## src/rtl/ps2_pkg.sv

```systemverilog
// Shared constants, prefix-state type and frame check helper for the PS/2 keycode receiver.
package ps2_pkg;

  localparam logic [7:0] PS2_EXT_PREFIX = 8'hE0;
  localparam logic [7:0] PS2_BRK_PREFIX = 8'hF0;
  localparam int         PS2_FRAME_BITS = 11;

  typedef enum logic [1:0] {
    IDLE    = 2'd0,
    EXT     = 2'd1,
    BRK     = 2'd2,
    EXT_BRK = 2'd3
  } prefix_state_t;

  // Start low, odd parity over data+parity, stop high.
  function automatic logic frame_ok(input logic start, input logic [7:0] data,
                                    input logic parity, input logic stop);
    return !start && (^{data, parity}) && stop;
  endfunction

endpackage

```

## src/rtl/ps2_frame_rx.sv

```systemverilog
// PS/2 frame deserializer: synchronizers, falling-edge detect, 11-bit shift, frame check, timeout.
module ps2_frame_rx
  import ps2_pkg::*;
#(
  parameter int SYNC_STAGES    = 2,
  parameter int TIMEOUT_CYCLES = 50000
) (
  input  logic       clk,
  input  logic       reset,
  input  logic       ps2_clk,
  input  logic       ps2_data,
  output logic [7:0] data_byte,
  output logic       byte_valid,
  output logic       byte_err
);

  localparam int             TW       = $clog2(TIMEOUT_CYCLES + 1);
  localparam logic [TW-1:0]  TO_LAST  = TW'(TIMEOUT_CYCLES - 1);
  localparam logic [3:0]     LAST_BIT = 4'(PS2_FRAME_BITS - 1);

  logic [SYNC_STAGES-1:0] clk_sync;
  logic [SYNC_STAGES-1:0] data_sync;
  logic                   clk_prev;
  logic                   clk_s;
  logic                   data_s;
  logic                   fall;
  logic [3:0]             bit_cnt;
  logic [9:0]             shreg;
  logic [TW-1:0]          to_cnt;
  logic                   timeout_hit;
  logic                   frame_done;
  logic                   good;

  // Synchronizers idle high so reset release never looks like a falling edge.
  always_ff @(posedge clk) begin
    if (reset) begin
      clk_sync  <= '1;
      data_sync <= '1;
      clk_prev  <= 1'b1;
    end else begin
      clk_sync  <= {clk_sync[SYNC_STAGES-2:0], ps2_clk};
      data_sync <= {data_sync[SYNC_STAGES-2:0], ps2_data};
      clk_prev  <= clk_s;
    end
  end

  assign clk_s       = clk_sync[SYNC_STAGES-1];
  assign data_s      = data_sync[SYNC_STAGES-1];
  assign fall        = clk_prev && !clk_s;
  assign timeout_hit = (bit_cnt != 4'd0) && !fall && (to_cnt == TO_LAST);

  // Bits 0..9 shift in LSB-first; the stop bit is judged live at bit 10.
  always_ff @(posedge clk) begin
    if (reset) begin
      bit_cnt <= 4'd0;
      shreg   <= 10'd0;
      to_cnt  <= '0;
    end else if (fall) begin
      to_cnt <= '0;
      if (bit_cnt == LAST_BIT) begin
        bit_cnt <= 4'd0;
      end else begin
        bit_cnt <= bit_cnt + 4'd1;
        shreg   <= {data_s, shreg[9:1]};
      end
    end else if (bit_cnt != 4'd0) begin
      if (timeout_hit) begin
        bit_cnt <= 4'd0;
        to_cnt  <= '0;
      end else begin
        to_cnt <= to_cnt + 1'b1;
      end
    end
  end

  assign frame_done = fall && (bit_cnt == LAST_BIT);
  assign good       = frame_ok(shreg[0], shreg[8:1], shreg[9], data_s);
  assign data_byte  = shreg[8:1];
  assign byte_valid = frame_done && good;
  assign byte_err   = (frame_done && !good) || timeout_hit;

endmodule

```

## src/rtl/ps2_keycode_rx.sv

```systemverilog
// PS/2 scan-code set 2 receiver: resolves E0/F0 prefixes into keycode/key_make/key_ext.
// Optional build macro TYPEMATIC_FILTER_EN suppresses repeated makes of a held key.
module ps2_keycode_rx
  import ps2_pkg::*;
#(
  parameter int SYNC_STAGES    = 2,
  parameter int TIMEOUT_CYCLES = 50000
) (
  input  logic       clk,
  input  logic       reset,
  input  logic       ps2_clk,
  input  logic       ps2_data,
  output logic [7:0] keycode,
  output logic       key_make,
  output logic       key_ext,
  output logic       key_valid,
  output logic       frame_err
);

  logic [7:0]    data_byte;
  logic          byte_valid;
  logic          byte_err;
  prefix_state_t state;
  prefix_state_t state_n;
  logic          emit;
  logic          make_n;
  logic          ext_n;
  logic          repeat_hit;

  ps2_frame_rx #(
    .SYNC_STAGES    (SYNC_STAGES),
    .TIMEOUT_CYCLES (TIMEOUT_CYCLES)
  ) u_frame (
    .clk        (clk),
    .reset      (reset),
    .ps2_clk    (ps2_clk),
    .ps2_data   (ps2_data),
    .data_byte  (data_byte),
    .byte_valid (byte_valid),
    .byte_err   (byte_err)
  );

  always_ff @(posedge clk) begin
    if (reset) state <= IDLE;
    else       state <= state_n;
  end

  always_comb begin
    state_n = state;
    emit    = 1'b0;
    make_n  = 1'b0;
    ext_n   = 1'b0;
    if (byte_err) begin
      state_n = IDLE;
    end else if (byte_valid) begin
      case (data_byte)
        PS2_EXT_PREFIX: state_n = (state == BRK || state == EXT_BRK) ? EXT_BRK : EXT;
        PS2_BRK_PREFIX: state_n = (state == EXT || state == EXT_BRK) ? EXT_BRK : BRK;
        default: begin
          emit    = 1'b1;
          make_n  = !(state == BRK || state == EXT_BRK);
          ext_n   = (state == EXT || state == EXT_BRK);
          state_n = IDLE;
        end
      endcase
    end
  end

`ifdef TYPEMATIC_FILTER_EN
  logic       held;
  logic [8:0] held_key;

  assign repeat_hit = emit && make_n && held && (held_key == {ext_n, data_byte});

  // A break clears the held key; a new make replaces it.
  always_ff @(posedge clk) begin
    if (reset) begin
      held     <= 1'b0;
      held_key <= 9'd0;
    end else if (emit && !repeat_hit) begin
      held     <= make_n;
      held_key <= {ext_n, data_byte};
    end
  end
`else
  assign repeat_hit = 1'b0;
`endif

  always_ff @(posedge clk) begin
    if (reset) begin
      keycode   <= 8'd0;
      key_make  <= 1'b0;
      key_ext   <= 1'b0;
      key_valid <= 1'b0;
      frame_err <= 1'b0;
    end else begin
      key_valid <= emit && !repeat_hit;
      frame_err <= byte_err;
      if (emit && !repeat_hit) begin
        keycode  <= data_byte;
        key_make <= make_n;
        key_ext  <= ext_n;
      end
    end
  end

endmodule

```

## config.mk

```make
export PLATFORM = sky130hd
export DESIGN_NAME = ps2_keycode_rx
export DESIGN_NICKNAME = d
export VERILOG_FILES = /design/src/rtl/ps2_pkg.sv /design/src/rtl/ps2_frame_rx.sv /design/src/rtl/ps2_keycode_rx.sv
export SDC_FILE = /design/constraint.sdc
export NUM_CORES = 1
export LEC_CHECK = 0
export CAP_MARGIN = 40
export CORE_MARGIN = 2
export CORE_UTILIZATION = 59
export DETAILED_ROUTE_END_ITERATION = 7
export GPL_TIMING_DRIVEN = 0
export PLACE_DENSITY_LB_ADDON = 0.15
export RECOVER_POWER = 25
export SLEW_MARGIN = 20
export SYNTH_ARGS = -nofsm -noshare
export SYNTH_HDL_FRONTEND = slang
export SYNTH_SLANG_ARGS = --single-unit
```

## constraint.sdc

```tcl
create_clock -name clk -period 5.11 [get_ports clk]
set_input_delay 0.7665 -clock clk [delete_from_list [all_inputs] [get_ports clk]]
set_output_delay 0.7665 -clock clk [all_outputs]
set_load 0.005 [all_outputs]
```

==> flow_metrics.py <==
metrics = {
    "outcome": {
        "outcome": "finished clean",
    },
    "critical_path": {
        "end_kind": "flip-flop",
        "cp.required_ns": 5.31,
        "timing.reg2reg.setup_slack_ns": 2.84,
        "start_kind": "flip-flop",
        "crit_fanout": 10,
        "worstSetupPathType": "flip-flop to flip-flop",
        "crit_arrival_ns": 2.46,
    },
    "clocking": {
        "cts.sinks": 49,
        "cts.hold.buffers_added": 0,
        "clk_latency_ns": 0.30,
        "post_cts_buffers": 0,
        "post_cts_resize_count": 0,
        "clk_path_buf_depth": 2,
        "cts_root_buf": "clkbuf_8",
        "clk_pin_slew_ns": 0.09,
        "htree_levels": 2,
        "numCtsBuffers": 5,
        "cts_tree": "yes",
    },
    "cells_and_area": {
        "final_cells": 312,
        "synthToLayoutAreaGrowth_pct": 13.8,
        "fin_nets": 271,
        "drive_above_1_share": 0.0795,
        "antenna_cells": 0,
    },
    "timing": {
        "fmax_mhz": 441,
        "fin_skew_ns": 0.00612,
        "setup_viol": 0,
        "relSlewSlack": 0.708,
        "drv_slew": 0,
        "finalCritPeriodShare": 0.443,
        "period_minus_slack_ns": 2.27,
        "setup_tns_ns": 0,
        "worst_slew_pin_slew_ns": 0.438,
        "hold_violations": 0,
        "rsz0062_at_grt": "no",
    },
    "grt": {
        "grt_antenna_before_repair": 0,
        "grt_max_degree": 17,
        "grt_pass1_vias": 1447,
        "gr-total-overflow": 0,
        "grt_pass1_wl_mm": 6.41,
        "track_usage": 0.197,
    },
    "place": {
        "io_buffers": 15,
        "gp_congestion": 0.800,
        "hpwlAfterDp_mm": 2.63,
        "placed_cells_incl_taps": 304,
    },
    "yosys": {
        "synth_cells": 241,
        "synth_seq_cells": 49,
        "synth.distinct_cells": 36,
        "synth_nets": 249,
        "synthArstFlopShare": 0,
        "yosysWarnings": 0,
        "synth_flop_cell": "dfxtp_1",
        "netlist_area_um2": 2180,
        "yosysSeqAreaShare": 0.450,
        "synth_area_per_cell_um2": 9.05,
        "synth_edf_count": 0,
    },
    "power_and_ir_drop": {
        "p_leak_nw": 0.900,
        "power.density_nw_per_um2": 258,
        "vdd_drop_max_mv": 0.260,
    },
    "floorplan": {
        "ioPinCount": 16,
        "initial_core_util": 0.605,
        "rows": 22,
        "die_h_um": 64.8,
        "core_um2": 3610,
        "dieArea_um2": 4200,
        "die_w_um": 64.8,
    },
    "routing": {
        "wire_per_inst_um": 11.7,
        "drc": 0,
        "drt.antenna.violating_nets": 0,
        "firstDrtPassIters": 4,
        "vias": 1594,
        "routed_via_density": 5.11,
        "drtIter0Drc": 45,
        "drt_wl_total_mm": 3.64,
    },
    "min_path": {
        "hold_path_class": "flip-flop to flip-flop",
    },
    "job": {
        "cap_viol_max_count": 0,
    },
}
## final cells by class
| cell class | instances | area, um^2 |
|---|---|---|
| plain buffers | 11 | 68.8 |
| clock buffers | 5 | 68.8 |
| clock inverters | 3 | 21.3 |
| fillers | 301 | 1120 |
| inverters | 2 | 7.51 |
| multi-input cells | 179 | 1120 |
| flip-flops and latches | 49 | 981 |
| well taps | 48 | 60.1 |
| repair buffers | 15 | 150 |
## state kept, by name, indices dropped and copies added (netlist names)
| signal | flops |
|---|---|
| frame_err | 1 |
| key_ext | 1 |
| key_make | 1 |
| key_valid | 1 |
| keycode | 8 |
| state | 2 |
| u_frame.bit_cnt | 4 |
| u_frame.clk_prev | 1 |
| u_frame.clk_sync | 2 |
| u_frame.data_sync | 2 |
| u_frame.shreg | 10 |
| u_frame.to_cnt | 16 |
## logic make-up (layout without fill, tap and decap cells)
| family | after synthesis | in the layout | share of synthesized area |
|---|---|---|---|
| fa+ha+maj | 4 | 4 | 0.0229 |
| mux | 11 | 11 | 0.0528 |
| simple gates | 121 | 121 | 0.288 |
| buf+inv | 13 | 36 | 0.0350 |
| compound gates | 20 | 20 | 0.0488 |
| flops | 49 | 49 | 0.450 |
| xor+xnor | 23 | 23 | 0.103 |
## per-stage QoR
| step | setup WS, ns | instance area, um^2 | total power (W) | util | hold WS, ns |
|---|---|---|---|---|---|
| floorplan | 3.15 | 2180 | 0.000416 | - | 0.389 |
| global placement | 2.82 | 2390 | 0.000424 | 0.663 | 0.392 |
| detailed placement | 2.79 | 2390 | 0.000424 | 0.663 | 0.400 |
| CTS | 2.83 | 2480 | 0.000648 | 0.688 | 0.423 |
| global route | 2.54 | 2480 | 0.000667 | 0.688 | 0.438 |
| finish | 2.84 | 2480 | 0.000640 | 0.688 | 0.420 |
## cells in the mapped netlist (2+ instances only)
library cell | n | share of area
nor3_1 | 3 | 0.0069
and3_1 | 4 | 0.011
clkbuf_1 | 6 | 0.010
inv_1 | 2 | 0.0034
or2b_1 | 8 | 0.028
buf_2 | 3 | 0.0069
and4_1 | 3 | 0.012
nand2b_1 | 12 | 0.034
or2_2 | 5 | 0.014
nor4_1 | 2 | 0.0057
nand3_1 | 3 | 0.0069
nor2_1 | 29 | 0.050
xor2_1 | 13 | 0.052
and2_1 | 3 | 0.0086
mux2i_1 | 10 | 0.046
o21ai_0 | 3 | 0.0069
ha_1 | 4 | 0.023
dfxtp_1 | 49 | 0.45
nor2b_1 | 5 | 0.014
a21oi_1 | 14 | 0.032
nand4_1 | 6 | 0.017
xnor2_1 | 8 | 0.032
nand3b_1 | 2 | 0.0069
nand2_1 | 32 | 0.055
## report_power, final
group / switching [W] / internal, W / total (W)
Combinational: 0.0000160 / 0.0000116 / 0.0000276
Sequential: 0.00000240 / 0.000385 / 0.000387
Clock: 0.000128 / 0.0000972 / 0.000225
Total: 0.000146 / 0.000494 / 0.000640
## layer usage
| layer | routed length [um] | global-route usage |
|---|---|---|
| met4 | 50 | 0.0638 |
| met5 | 0 | 0 |
| met1 | 1870 | 0.263 |
| met3 | 105 | 0.0521 |
| met2 | 1610 | 0.309 |
## worst max-delay path: stages (launching register included)
cell and delay (ns):
dfxtp_1 0.40, inv_1 0.08, ha_1 0.19, or3b_1 0.15, clkbuf_1 0.22, and4_1 0.22
buf_2 0.18, nand4_1 0.15, nand2_1 0.24, buf_2 0.26, nor2_1 0.07
## layout by cell type, fill, tap and decap left out, drive strengths merged, types with 6 or more instances in the layout
cell type      instances
dlygate4sd3            9
xor2                  13
mux2i                 10
nand2                 32
xnor2                  9
nor2                  29
clkbuf                11
nand2b                12
nand4                  6
clkdlybuf4s50          6
or2b                   8
dfxtp                 49
a21oi                 14
## final timing paths
check | from | cells after the start | to
setup reg to reg | u_frame.bit_cnt[0] | 10 | u_frame.to_cnt[2]
hold / removal | u_frame.clk_sync[0] | 1 | u_frame.clk_sync[1]
setup / recovery | u_frame.bit_cnt[0] | 10 | u_frame.to_cnt[2]
hold reg to reg | u_frame.clk_sync[0] | 1 | u_frame.clk_sync[1]
Note: power is estimated with default switching activity, not from simulation.
